### src/rtl/pixel_readout_capture.sv
// Captures 2x2 pixel frames from the read1..read4 strobed DATA bus, buffers
// complete frames in a small FIFO and streams pixels out over valid/ready.
module pixel_readout_capture #(
  parameter int DATA_W        = 8,
  parameter int SETTLE_CYCLES = 2,
  parameter int FIFO_FRAMES   = 4
) (
  input  logic              clk,
  input  logic              reset,
  input  logic              convert,
  input  logic              read1,
  input  logic              read2,
  input  logic              read3,
  input  logic              read4,
  input  logic [DATA_W-1:0] DATA,
  output logic [DATA_W-1:0] out_data,
  output logic [1:0]        out_idx,
  output logic              out_last,
  output logic              out_valid,
  input  logic              out_ready,
  output logic              seq_err,
  output logic              overflow,
  output logic [7:0]        drop_cnt
);

  localparam int PW = (FIFO_FRAMES > 1) ? $clog2(FIFO_FRAMES) : 1;
  localparam int CW = PW + 1;

  typedef enum logic [1:0] {IDLE, SETTLE, HELD} state_t;

  state_t            state_q;
  logic [1:0]        exp_q;
  logic [3:0]        cnt_q;
  logic              conv_q;
  logic              push_pend_q;
  logic              seq_err_q;
  logic [DATA_W-1:0] slot_q [4];

  logic [DATA_W-1:0] mem_q [FIFO_FRAMES][4];
  logic [PW-1:0]     wr_ptr_q, rd_ptr_q;
  logic [CW-1:0]     count_q, count_d;
  logic [1:0]        out_idx_q;
  logic              overflow_q;
  logic [7:0]        drop_q;

  logic [3:0] strb, exp_hot;
  logic       any_hi, multi_hi, conv_rise, strobe_err, conv_err, err_event, err_drop, latch_en;
  logic       xfer, pop, fifo_full, push_acc, ovf_event, drop_inc;

  assign strb       = {read4, read3, read2, read1};
  assign any_hi     = |strb;
  assign multi_hi   = (strb & (strb - 4'd1)) != 4'd0;
  assign exp_hot    = 4'd1 << exp_q;
  assign conv_rise  = convert & ~conv_q;
  assign strobe_err = multi_hi | (any_hi & (strb != exp_hot));
  assign conv_err   = conv_rise & (exp_q != 2'd0);
  assign err_event  = strobe_err | conv_err;
  // A frame only counts as dropped if something of it was already accepted.
  assign err_drop   = conv_err | (strobe_err & ((exp_q != 2'd0) | (state_q == HELD)));
  assign latch_en   = !err_event && any_hi &&
                      (((state_q == IDLE) && (SETTLE_CYCLES == 1)) ||
                       ((state_q == SETTLE) && (cnt_q == 4'(SETTLE_CYCLES - 1))));

  always_ff @(posedge clk) begin
    if (reset) begin
      state_q     <= IDLE;
      exp_q       <= 2'd0;
      cnt_q       <= 4'd0;
      conv_q      <= 1'b0;
      push_pend_q <= 1'b0;
      seq_err_q   <= 1'b0;
    end else begin
      conv_q      <= convert;
      seq_err_q   <= err_event;
      push_pend_q <= 1'b0;
      if (err_event) begin
        state_q <= IDLE;
        exp_q   <= 2'd0;
        cnt_q   <= 4'd0;
      end else begin
        case (state_q)
          IDLE: if (any_hi) begin
            state_q <= latch_en ? HELD : SETTLE;
            cnt_q   <= 4'd1;
          end
          SETTLE: if (!any_hi) begin
            state_q <= IDLE;
            cnt_q   <= 4'd0;
          end else if (latch_en) begin
            state_q <= HELD;
            cnt_q   <= 4'd0;
          end else begin
            cnt_q <= cnt_q + 4'd1;
          end
          HELD: if (!any_hi) begin
            state_q     <= IDLE;
            exp_q       <= exp_q + 2'd1;
            push_pend_q <= (exp_q == 2'd3);
          end
          default: state_q <= IDLE;
        endcase
      end
    end
  end

  always_ff @(posedge clk) begin
    for (int i = 0; i < 4; i++) begin
      if (latch_en && exp_q == 2'(i)) slot_q[i] <= DATA;
    end
  end

  assign out_valid = count_q != '0;
  assign xfer      = out_valid & out_ready;
  assign pop       = xfer & (out_idx_q == 2'd3);
  assign fifo_full = count_q == CW'(FIFO_FRAMES);
  // Popping the head frame frees its entry for a push in the same cycle.
  assign push_acc  = push_pend_q & (!fifo_full | pop);
  assign ovf_event = push_pend_q & !push_acc;
  assign drop_inc  = err_drop | ovf_event;

  always_comb begin
    count_d = count_q;
    if (push_acc && !pop)      count_d = count_q + CW'(1);
    else if (!push_acc && pop) count_d = count_q - CW'(1);
  end

  always_ff @(posedge clk) begin
    if (reset) begin
      wr_ptr_q   <= '0;
      rd_ptr_q   <= '0;
      count_q    <= '0;
      out_idx_q  <= 2'd0;
      overflow_q <= 1'b0;
      drop_q     <= 8'd0;
    end else begin
      if (push_acc) wr_ptr_q <= wr_ptr_q + PW'(1);
      if (pop)      rd_ptr_q <= rd_ptr_q + PW'(1);
      if (xfer)     out_idx_q <= out_idx_q + 2'd1;
      count_q    <= count_d;
      overflow_q <= overflow_q | ovf_event;
      if (drop_inc && drop_q != 8'hFF) drop_q <= drop_q + 8'd1;
    end
  end

  always_ff @(posedge clk) begin
    if (push_acc) begin
      for (int i = 0; i < 4; i++) mem_q[wr_ptr_q][i] <= slot_q[i];
    end
  end

  assign out_data = out_valid ? mem_q[rd_ptr_q][out_idx_q] : '0;
  assign out_idx  = out_idx_q;
  assign out_last = out_valid & (out_idx_q == 2'd3);
  assign seq_err  = seq_err_q;
  assign overflow = overflow_q;
  assign drop_cnt = drop_q;

endmodule

### config.mk
export PLATFORM = sky130hd
export DESIGN_NAME = pixel_readout_capture
export DESIGN_NICKNAME = d
export VERILOG_FILES = /design/src/rtl/pixel_readout_capture.sv
export SDC_FILE = /design/constraint.sdc
export NUM_CORES = 1
export LEC_CHECK = 0
export ABC_AREA = 1
export BUFFER_PORTS_ARGS = -buffer_cell sky130_fd_sc_hd__buf_4
export CAP_MARGIN = 5
export CORE_MARGIN = 2
export CORE_UTILIZATION = 60
export DETAILED_ROUTE_END_ITERATION = 12
export PLACE_DENSITY = 0.84
export SLEW_MARGIN = 10
export SYNTH_ARGS = -nofsm -noshare
export SYNTH_HDL_FRONTEND = slang
export SYNTH_SLANG_ARGS = --single-unit
### constraint.sdc
create_clock -name clk -period 3.2 [get_ports clk]
set_clock_uncertainty 0.05 [all_clocks]
set_input_delay 0.16 -clock clk [delete_from_list [all_inputs] [get_ports clk]]
set_output_delay 0.16 -clock clk [all_outputs]
set_load 0.01 [all_outputs]
==> impl.org <==
** STA
- The worst pin sits at a relative slew slack of 0.397.
- At the pin with the least slew margin, the transition time is 901 ps.
- The final number of hold-violating endpoints was 0.
- Share of the cycle needed by the critical path after routing :: 0.817
- Derived from the worst setup path, the maximum achievable clock frequency is 0.383 GHz.
- The count of final max-slew check failures is 0.
- The clock period could shrink to 2610 ps.
- Setup violations remaining at the end of the flow were counted as 0.
- Summed over all failing endpoints, the final setup total negative slack is 0 ps.
- Setup repair after global routing left no endpoint under its margin.
- Worst Slack Setup Final :: 586 ps

** Power
- Across the VDD grid, the largest voltage drop is 304 uV.
- Power density normalized to cell area :: 536 mW/mm2
- For this design the static power due to leakage is 3.08 nW.
- Clk pwr share :: 0.423
- The share of total power dissipated in sequential elements is 0.565.
- The share of total power dissipated in combinational logic is 0.013.
- Summed over all nets, the switching power comes to 0.000934 W.
- After layout, the design draws a total of 0.00471 W.
- Of the total power, the share spent switching nets is 0.198.
- Cell internal power was estimated by the tool at 0.00378 W.

** Synth
- Share of Yosys cell area claimed by the top area cell type :: 0.629
- Counting distinct cell types in the post-synthesis netlist gives 36.
- Yosys mapped a number of flops with a built-in enable equal to 160.
- Synth Area per Inst :: 12.6 um2
- Top post-synthesis cells by area :: edfxtp_1 63%, dfxtp_1 8.1%, o21ai_0 4.7%
- Synthesized flop and latch total :: 191
- For this run, the register share of the synthesized area comes to 0.710.
- FFs w/ async S/R, synth :: 0
- The number of nets handed over by synthesis was 637.
- Area leader, netlist :: edfxtp_1
- Top flip-flop cell by instance count after synthesis :: edfxtp_1
- For this run, the number of Yosys warnings is 0.
- The mapped netlist covers 0.00764 mm2.
- Synthesis handed over a netlist of 607 instances.

** Place
- Prior to clock tree synthesis, the placed netlist has a worst setup slack of 631 ps.
- The congestion estimate from routability-driven global placement came to 0.835.
- Cell Count Post-Placement :: 802
- The count of buffers added on input and output ports is 37.
- Half-perimeter wire length after detailed placement :: 9230 um

** Drt
- Using the TritonRoute via totals, the vias-per-cell ratio works out to 5.96.
- Total vias in the final route :: 5,037
- Total Routed Length :: 16,100 um
- Wire length per cell after detailed routing :: 19.0 um
- Antenna Violating Nets Remaining :: 0
- Count of TritonRoute iterations in the first routing pass :: 5
- For this block, the initial DRC count from the detailed router was 566.
- In the routed design, unresolved DRC markers number 0.

** Floorplan
- Die X :: 117 um
- 38 I/O pins were placed.
- Die area :: 0.0137 mm2
- The die is 117 um tall.
- Initial standard-cell utilization of the core :: 0.610
- Area inside the core boundary :: 0.0125 mm2
- Std cell rows :: 41

** Worst hold path
- The min-delay analysis places its worst path in the category primary input to flip-flop.

** Final layout
- Share of final-layout standard cells stronger than drive strength 1 :: 0.165
- Diode insertion count for antenna repair :: 0
- Most common library cell in the layout ignoring fill and taps :: edfxtp_1
- Summing all multi-input logic gate instances after layout gives 0.00194 mm2.
- After the flow finishes, the layout carries non-filler instances totaling 845.
- After filler insertion, the fill cell instance count of the layout stands at 802.
- In the layout the commonest cells are 160 x edfxtp_1, 90 x nor2_1, 71 x o21ai_0, 48 x buf_4, 43 x nand2_1.
- In the final design database the tool counted 690 nets.
- Area Growth Syn to Fin :: 15.1%
- The sequential cells in the finished layout cover a total of 0.00543 mm2.
- For this run, the share of the core covered by cells in the final layout is 0.703.

** CTS
- Clock latency of the later-clocked register in the worst-skew pair :: 430 ps
- The number of clock buffers added by TritonCTS is 17.
- Post-CTS Hold Fix Bufs :: 11
- CTS saw 191 sinks.
- Post-CTS repair timing setup buffer count :: 0
- In this run, post-CTS repair resized a total of 0 instances.
- Clock edge transition at the registers on the reported setup and hold paths :: 70 ps
- H-Tree Level Count :: 4
- Buffer levels on the longest clock path :: 2
- CTS placed an instance of clkbuf_16 at the clock tree root.
- TritonCTS built the clock tree.

** Setup path
- STA classifies the critical path endpoint as a flip-flop.
- Critical path class :: flip-flop to flip-flop
- In this design, the critical path's most frequently occurring cell is nand2_1.
- Of all nets on the critical path, the largest fanout is 8.
- Walking the worst path, the cells encountered are inv_1, ha_1, nand2_1, nand2_1, nor2_1, nand2_1, nand2_1, nand2_1, inv_1, nand3_1, nor2_1.
- Cell type group with the largest total delay on the critical path :: simple AND/OR/NAND/NOR gates
- CP Launch Type :: flip-flop
- Together, buffers and inverters on the worst path number 2.
- Longest individual stage delay on the worst path :: 740 ps
- Cell at the slowest stage of the critical path :: nor2_1
- WP data arrival :: 2610 ps
- Data on the critical path is required at its endpoint by 3200 ps.

** Global route
- Largest net degree at the start of global routing :: 65
- Global-route usage over all layers :: 0.252
- Number of global-route vias before repair :: 5,136
- Overall overflow remaining after global route :: 0
- The number of antenna violations at the first check in global routing was 0.
- The first global-routing pass estimated 25,100 um of wire.

** Run status
- The flow ran to the end, and the final reports show no timing, DRC or antenna violations.

** Run
- Number of max-cap violations :: 0
==> through the flow <==
step / hold slack, ps / area [um2]
final: 91.7 / 8800
after global routing: 105 / 8800
after CTS: 77.0 / 8800
after detailed placement: 319 / 8130
after global placement: 323 / 8130
after floorplan: 209 / 7640
==> worst register-to-register path, stage by stage, from the launching register on <==
cell	delay, ps
dfxtp_1	410
inv_1	80
ha_1	260
nand2_1	90
nand2_1	50
nor2_1	80
nand2_1	50
nand2_1	50
nand2_1	80
inv_1	110
nand3_1	170
nor2_1	740
==> synth_stat cells (5+ instances only) <==
cell type,instances
nand3_2,6
nand3_1,18
nand2_1,43
edfxtp_1,160
a21oi_1,24
o22ai_1,7
o211ai_1,7
o21ai_1,5
a21oi_2,6
buf_2,10
xor2_1,7
nor2_1,94
clkbuf_1,13
dfxtp_1,31
inv_1,39
ha_1,13
o221ai_1,25
o21ai_0,71
==> cells by family after synthesis <==
logic type                 after synthesis  synth area share
AOI/OAI and AO/OA                      147             0.115
xor gates and xnor gates                 8           0.00917
adders and majority gates               14            0.0239
buffers and inverters                   70            0.0373
DFF                                    191             0.710
and+or+nand+nor                        177             0.104
==> routing by layer <==
layer  routed length (um)  global-route usage  vias to the layer above  part of all wire
met4                  393               0.134                        0             0.024
met5                    0                   0                        -                 0
met3                  999              0.0520                       36             0.062
li1                     -                   -                     2296                 -
met1                 5940               0.288                     2485              0.37
met2                 8760               0.446                      220              0.54
==> registers in the layout (all words and copies together) (netlist names), named ones only <==
name         cells
mem_q          128
slot_q          32
drop_cnt         8
cnt_q            4
count_q          3
exp_q            2
out_idx          2
rd_ptr_q         2
state_q          2
wr_ptr_q         2
conv_q           1
overflow         1
push_pend_q      1
seq_err          1
==> power groups by stage <==
stage	sequential, W	combinational, W	clock (W)
final	0.00266	0.0000592	0.00199
after global routing	0.00266	0.0000638	0.00211
after CTS	0.00266	0.0000583	0.00201
after detailed placement	0.00272	0.0000472	0
after global placement	0.00272	0.0000452	0
after floorplan	0.00272	0.0000185	0
==> path summary, 6_finish.rpt <==
kind / slack, ps / end / depth (start not counted) / startpoint
setup / recovery: 590 / slot_q[0][2] / 11 / exp_q[0]
hold / removal: 90 / out_idx[1] / 4 / out_ready
setup reg to reg: 590 / slot_q[0][2] / 11 / exp_q[0]
hold reg to reg: 430 / overflow / 2 / overflow
==> area by class of cell <==
class,count,share of cell area
timing repair buffer,60,0.0558
inverter,44,0.0188
clock buffer,19,0.0492
tap,172,0.0245
multi-input combinational,346,0.220
clock inverter,13,0.0145
sequential,191,0.617
Power figures use the tool's default switching activity.
